--- config.mk ---
export PLATFORM = sky130hd
export DESIGN_NAME = uart_rx_fifo
export DESIGN_NICKNAME = d
export VERILOG_FILES = /design/src/rtl/uart_rx_fifo.sv
export SDC_FILE = /design/constraint.sdc
export NUM_CORES = 1
export LEC_CHECK = 0
export BUFFER_PORTS_ARGS = -buffer_cell sky130_fd_sc_hd__buf_4
export CAP_MARGIN = 20
export CORE_MARGIN = 2
export CORE_UTILIZATION = 41
export DETAILED_ROUTE_END_ITERATION = 6
export GPL_TIMING_DRIVEN = 0
export PLACE_DENSITY = 0.55
export SLEW_MARGIN = 40
export SYNTH_ARGS = -nofsm -noshare
export SYNTH_HDL_FRONTEND = slang
export SYNTH_SLANG_ARGS = --single-unit
--- constraint.sdc ---
create_clock -name clk -period 4.7 [get_ports clk]
set_input_delay 0.235 -clock clk [delete_from_list [all_inputs] [get_ports clk]]
set_output_delay 0.235 -clock clk [all_outputs]
set_load 0.01 [all_outputs]
--- src/rtl/uart_rx_fifo.sv ---
// Receive-side byte FIFO between the UART receiver and the CPU read path.
// First-word-fall-through read, count-derived status, sticky overflow flag.
module uart_rx_fifo #(
    parameter int unsigned DEPTH = 8,
    parameter int unsigned WIDTH = 8,
    localparam int unsigned AW = $clog2(DEPTH)
) (
    input  logic             clk,
    input  logic             rst,
    input  logic [WIDTH-1:0] enq_data,
    input  logic             enq_valid,
    output logic             enq_ready,
    output logic [WIDTH-1:0] deq_data,
    output logic             deq_valid,
    input  logic             deq_ready,
    input  logic             flush,
    output logic [AW:0]      count,
    output logic             overflow,
    input  logic             overflow_clr
);

    localparam int unsigned CW = AW + 1;

    logic [WIDTH-1:0] mem [DEPTH];

    logic [AW-1:0] wptr_q, wptr_d;
    logic [AW-1:0] rptr_q, rptr_d;
    logic [CW-1:0] count_q, count_d;
    logic          overflow_q, overflow_d;
    logic          full, empty, do_enq, do_deq;

    // Status decode and pointer/count/overflow next-state
    always_comb begin
        full       = (count_q == CW'(DEPTH));
        empty      = (count_q == '0);
        do_enq     = enq_valid & ~full & ~flush;
        do_deq     = deq_ready & ~empty & ~flush;
        wptr_d     = wptr_q;
        rptr_d     = rptr_q;
        count_d    = count_q;
        overflow_d = overflow_q;

        if (flush) begin
            wptr_d  = '0;
            rptr_d  = '0;
            count_d = '0;
        end else begin
            if (do_enq) wptr_d = wptr_q + AW'(1);
            if (do_deq) rptr_d = rptr_q + AW'(1);
            case ({do_enq, do_deq})
                2'b10:   count_d = count_q + CW'(1);
                2'b01:   count_d = count_q - CW'(1);
                default: count_d = count_q;
            endcase
        end

        // A byte dropped in the same cycle as a clear must still be reported
        if (overflow_clr) overflow_d = 1'b0;
        if (enq_valid & full & ~flush) overflow_d = 1'b1;
    end

    always_ff @(posedge clk or negedge rst) begin
        if (!rst) begin
            wptr_q     <= '0;
            rptr_q     <= '0;
            count_q    <= '0;
            overflow_q <= 1'b0;
        end else begin
            wptr_q     <= wptr_d;
            rptr_q     <= rptr_d;
            count_q    <= count_d;
            overflow_q <= overflow_d;
        end
    end

    // Storage: synchronous write, asynchronous read, no reset
    always_ff @(posedge clk) begin
        if (do_enq) mem[wptr_q] <= enq_data;
    end

    assign deq_data  = mem[rptr_q];
    assign enq_ready = ~full;
    assign deq_valid = ~empty;
    assign count     = count_q;
    assign overflow  = overflow_q;

endmodule

==> impl_metrics.ini, run 1 <==
[status]
status = finished, final reports clean

[worst_setup_path]
crit_buf_inv = 1
max_stage_delay_ns = 0.60
critPathKind = register to register
reg2regPathDepth = 9
critPathRequiredTime_ns = 4.93
rrSetupSlack_ns = 1.65
crit_path_end_kind = register
r2r_start = count[1]$_DFFE_PN0P_
critPathTopFamily = simple AND/OR/NAND/NOR gates
path_cells = or4b_1 > buf_6 > a21oi_2 > nor2b_1 > ha_1 > a21oi_1 > nand2_1 > or4b_1 > o311ai_1
cp_max_fo = 9
r2r_end = count[3]$_DFFE_PN0P_
cpMostUsedCell = or4b_1
critPathArrivalTime_ns = 3.29
critPathLaunchType = register
cp_slowest_cell = or4b_1

[clock_network]
cts_inserted_buffers = 9
clock-sinks = 75
cts-root-buf = clkbuf_8
clkSlewWorstSetupHoldPaths_ns = 0.07
tritoncts = done
insertion_delay_ns = 0.33
clockBufferDepth = 2
postCtsResizedCells = 0
htree_levels = 3

[sta]
worst_pin_slew_ns = 0.6883
fin_crit_sh = 0.6500
final_max_slew_viol_count = 0
max_freq_ghz = 0.3273
fin_crit_ns = 3.055
fin_tns_setup_ns = 0
hold_viol = 0
slew_headroom = 0.5411
rsz0062_at_grt = false
setup_viol = 0
fin_worst_skew_ns = 0.007384

[placement]
place.gp.congestion = 0.7328
port_buffers = 27
dp_hpwl_mm = 4.089
placed_area_sq_um = 3498
dp_cells = 300

[logic_synthesis]
synth_seq_cells = 75
yosysMostFrequentCell = edfxtp_1
syn-instance-count = 172
yosysSeqAreaShare = 0.7032
avgSynthCellArea_sq_um = 18.16
synthFlopType = edfxtp_1
synth-edff-count = 64
yosysUniqueCellTypes = 32
netlist_area_sq_um = 3124
synthArstFlopShare = 0.1467
synth.largest_area_cell = edfxtp_1
synth_top_area_frac = 0.6151
yosys_warnings = 0
synth_common_cells = 64 x edfxtp_1, 16 x mux4_2, 15 x nor2_1, 11 x dfrtp_1, 8 x mux2_2
synth_nets = 191
synthTopCellsByArea = edfxtp_1 62%, mux4_2 12%, dfrtp_1 8.8%

[power_and_ir_drop]
peakVddDrop_mv = 0.2072
p_per_area_nw_per_um2 = 489.4
total_power_w = 0.001819
leakagePower_nw = 1.305

[detailed_routing]
vias = 1682
drt_wl_total_mm = 6.020
drc = 0
drt-initial-drc-count = 47
viasPerCell = 5.306
ant_nets = 0
wl_per_cell_microns = 18.99
dr.pass1.iters = 4

[global_routing]
grt.total_usage = 0.1556
grt_pass1_vias = 1799
grt_pass1_wl_mm = 9.466
grt_overflow = 0
grt_max_degree = 13
grt_antenna_before_repair = 0

[floorplan]
fp.dieW_microns = 91.30
core-area_sq_um = 7331
start_util = 0.4262
rows = 31
pin_count = 29
die_area_sq_um = 8335
fp.dieH_microns = 91.30

[finish]
nNetsFinal = 232
fin_area_sq_um = 3716
area_delta_synth_final_pct = 18.94
layout-drive-gt1-share = 0.3624
finalNonFillerCells = 317
diodes = 0

[min_path]
hold_class = input port to register
hold_path_end = overflow$_DFFE_PN0P_
hold_start = overflow_clr
hold_path_depth = 2

[run]
cap_violations = 0
[worst reg2reg max path, cell delays in order (launching register included)]
cell and delay (ns):
dfrtp_1 0.50, or4b_1 0.60, buf_6 0.16, a21oi_2 0.17, nor2b_1 0.28, ha_1 0.32
a21oi_1 0.25, nand2_1 0.10, or4b_1 0.50, o311ai_1 0.08
[cells in the final DEF, fill, tap and decap left out, types with 2 or more instances in the layout]
cell type	n
edfxtp_1	64
buf_4	29
mux4_2	16
dfrtp_1	11
nor2_1	9
clkbuf_8	9
mux2_2	8
nor2_2	6
clkbuf_1	5
nand2_1	5
mux2i_1	4
nand3_1	4
ha_1	4
nand2b_1	3
a211oi_1	3
xnor2_1	3
a21oi_1	3
xor2_1	3
or4b_1	2
buf_2	2
inv_1	2
nor3_2	2
clkinv_1	2
bufinv_16	2
[how the worst max path moves through the flow]
stage                            to  cells past startpoint            startpoint
3_5_place_dp   count[3]$_DFFE_PN0P_                      9  count[1]$_DFFE_PN0P_
2_1_floorplan  count[3]$_DFFE_PN0P_                      9  count[1]$_DFFE_PN0P_
4_1_cts        count[3]$_DFFE_PN0P_                      9  count[1]$_DFFE_PN0P_
6_report       count[3]$_DFFE_PN0P_                      9  count[1]$_DFFE_PN0P_
5_1_grt        count[3]$_DFFE_PN0P_                      9  count[0]$_DFFE_PN0P_
3_3_place_gp   count[3]$_DFFE_PN0P_                      8  count[0]$_DFFE_PN0P_
[repair_timing]
item / in CTS / in global routing
hold endpoints to repair: 11 / 0
hold buffers: 1 / 0
buffers inserted: 0 / 0
[per-stage QoR]
step	util	hold WS, ns	setup slack, ns
after floorplan	-	-0.06059	1.898
after global placement	0.4707	0.07507	1.653
after detailed placement	0.4772	0.08037	1.696
after CTS	0.5069	0.09583	1.650
after global routing	0.5069	0.09527	1.438
final	0.5069	0.09600	1.645
[cell families after synthesis]
group | Yosys count | synth area share
flops | 75 | 0.7032
simple gates | 37 | 0.05887
mux | 28 | 0.1570
compound gates | 11 | 0.02643
buf+inv | 10 | 0.01522
xor+xnor | 6 | 0.01682
fa+ha+maj | 5 | 0.02243
[registers in the layout (all words and copies together) (netlist names)]
name / flops
count: 4
mem: 64
overflow: 1
rptr_q: 3
wptr_q: 3
[where the power goes]
group | internal (W) | switching, W | leakage [nW] | total (W)
clock network | 0.000295 | 0.000222 | 0.101 | 0.000516
registers | 0.000765 | 0.0000501 | 0.727 | 0.000815
logic | 0.000261 | 0.000226 | 0.477 | 0.000487
total | 0.00132 | 0.000498 | 1.31 | 0.00182
[cell type report]
class	count	area, sq um
multi-input combinational	87	912.1
timing repair buffer	30	227.7
sequential	75	2197
buffer	8	40.04
clock inverter	6	80.08
tap	99	123.9
clock buffer	10	127.6
inverter	2	7.507
fill	613	3615
[metal layers]
metal | up-vias | GRT usage | part of all wire
met4 | 0 | 0.06313 | 0.013
met5 | - | 0 | 0
met2 | 35 | 0.2728 | 0.52
met3 | 11 | 0.02988 | 0.027
met1 | 873 | 0.1890 | 0.44
li1 | 763 | - | -
(Power assumes the default switching activity.)
==> run 2, diff against run 1 <==
--- a/config.mk
+++ b/config.mk
@@ -11,7 +11,7 @@
 export CORE_UTILIZATION = 41
 export DETAILED_ROUTE_END_ITERATION = 6
 export GPL_TIMING_DRIVEN = 0
-export PLACE_DENSITY = 0.55
+export PLACE_DENSITY = 0.57
 export SLEW_MARGIN = 40
 export SYNTH_ARGS = -nofsm -noshare
 export SYNTH_HDL_FRONTEND = slang
==> constraint.sdc (replaced) <==
create_clock -name clk -period 2.6 [get_ports clk]
set_input_delay 0.13 -clock clk [delete_from_list [all_inputs] [get_ports clk]]
set_output_delay 0.13 -clock clk [all_outputs]
set_load 0.01 [all_outputs]
==> run 2 against run 1 <==
Final cell count is 3.8% higher. Die area stayed put. Via count increased by 1.2%. Worst setup slack got worse by 1.6 ns. Non-clock buffer count grew 12. Largest power group unchanged. Routed wire length up 1.6%. Clock skew decreased by 0.0035 ns.
==> impl_metrics.ini, run 2 (synthesis gave the netlist of run 1 again) <==
[power_and_ir_drop]
total_power_w = 0.003435
p_per_area_nw_per_um2 = 887.0
leakagePower_nw = 1.357
peakVddDrop_mv = 0.4030

[detailed_routing]
wl_met3_microns = 176
drt-initial-drc-count = 68
met1_length_mm = 2.882
top_layer = met4
drc = 0
vias = 1702
dr.pass1.iters = 4
viasPerCell = 5.173
met2_length_mm = 2.917
ant_nets = 0
drt_wl_total_mm = 6.114
wl_per_cell_microns = 18.58

[clock_network]
cts-root-buf = clkbuf_8
insertion_delay_ns = 0.35
clkSlewWorstSetupHoldPaths_ns = 0.08
htree_levels = 3
clockBufferDepth = 2
clock-sinks = 75
cts_inserted_buffers = 9
tritoncts = done

[global_routing]
grt_overflow = 0
grt_pass1_vias = 1803
grt_pass1_wl_mm = 9.646
grt_max_degree = 15
grt.total_usage = 0.1612
grt_antenna_before_repair = 0

[worst_setup_path]
cp_slowest_cell = or4b_4
critPathArrivalTime_ns = 2.76
critPathKind = register to register
crit_buf_inv = 0
rrSetupSlack_ns = 0.09
max_stage_delay_ns = 0.56
critPathTopFamily = simple AND/OR/NAND/NOR gates
critPathLaunchType = register
cp_max_fo = 3
cpMostUsedCell = a21oi_4
path_cells = or4b_4 > a21oi_4 > nor2b_4 > ha_4 > a21oi_4 > nand2_1 > or4b_1 > o311ai_1
critPathRequiredTime_ns = 2.85
crit_path_end_kind = register

[placement]
place.gp.congestion = 0.7461
placed_area_sq_um = 3510
port_buffers = 27
dp_hpwl_mm = 3.805

[floorplan]
core-area_sq_um = 7331
fp.dieW_microns = 91.30
start_util = 0.4262
pin_count = 29
rows = 31
fp.dieH_microns = 91.30
die_area_sq_um = 8335

[sta]
slew_headroom = 0.4940
fin_crit_ns = 2.513
hold_viol = 0
worst_pin_slew_ns = 0.7549
fin_crit_sh = 0.9665
fin_worst_skew_ns = 0.003886
hold_ws_ns = 0.01080
fin_tns_setup_ns = 0
setup_viol = 0
max_freq_ghz = 0.3980
final_max_slew_viol_count = 0

[finish]
largest_register_ffs = 64
mostFrequentLayoutCells = 64 x edfxtp_1, 41 x buf_4, 16 x mux4_2
fin_area_sq_um = 3872
fin_util = 0.5282
area_delta_synth_final_pct = 23.95
layout-drive-gt1-share = 0.4391
diodes = 0
nNetsFinal = 244
largest_register = mem
final_common_cell = edfxtp_1
fillers = 597

[min_path]
hold_class = input port to register

[run]
cap_violations = 0

[status]
status = finished, final reports clean
==> run 2: worst register-to-register path: cells and delay by family, from the launching register on <==
kind / cells / cell delay [ns]
and+or+nand+nor: 4 / 1.35
AOI/OAI and AO/OA: 3 / 0.41
DFF: 1 / 0.41
adders and majority gates: 1 / 0.24
==> run 2: stage by stage <==
step	setup WS, ns	std cells
2_1_floorplan	-0.01203	172
3_3_place_gp	-0.1649	298
3_5_place_dp	-0.1602	298
4_1_cts	0.02573	325
5_1_grt	-0.00006528	329
6_report	0.08719	329
==> run 2: area by class of cell <==
class                           instances  area (sq um)  area share
Buffer                                  7         32.53    0.008401
Clock buffer                            9         123.9     0.03199
Clock inverter                          7         75.07     0.01939
Inverter                                2         7.507    0.001939
Multi-Input combinational cell         87         977.2      0.2523
Sequential cell                        75          2202      0.5687
Tap cell                               99         123.9     0.03199
Timing Repair Buffer                   43         330.3     0.08530
==> run 2: path summary, 6_finish.rpt <==
path / startpoint / endpoint / cells after the start
min reg2reg: overflow$_DFFE_PN0P_ / overflow$_DFFE_PN0P_ / 2
max reg2reg: count[2]$_DFFE_PN0P_ / count[3]$_DFFE_PN0P_ / 8
min in group asynchronous: rst / overflow$_DFFE_PN0P_ / 2
min: enq_data[1] / mem[3][1]$_DFFE_PP_ / 1
max in group asynchronous: rst / count[0]$_DFFE_PN0P_ / 2
max: count[2]$_DFFE_PN0P_ / count[3]$_DFFE_PN0P_ / 8
==> run 2: what timing repair did <==
item / 4_1_cts / 5_1_grt
pin swaps: 2 / 5
endpoints found under the hold margin: 18 / 0
endpoints found under the setup margin: 9 / 1
hold buffers: 3 / 0
resized for setup: 8 / 1
setup buffers: 9 / 4
==> run 2: per-layer routing <==
| layer | vias up | GRT usage |
|---|---|---|
| met3 | 14 | 0.03568 |
| met2 | 36 | 0.2414 |
| met1 | 868 | 0.2228 |
| met4 | 0 | 0.08207 |
| met5 | - | 0 |
| li1 | 784 | - |
==> run 2: where the power goes <==
part / internal, W / switching, W
logic: 0.000587 / 0.000513
clock network: 0.000448 / 0.000449
registers: 0.00139 / 0.0000505
total: 0.00242 / 0.00101
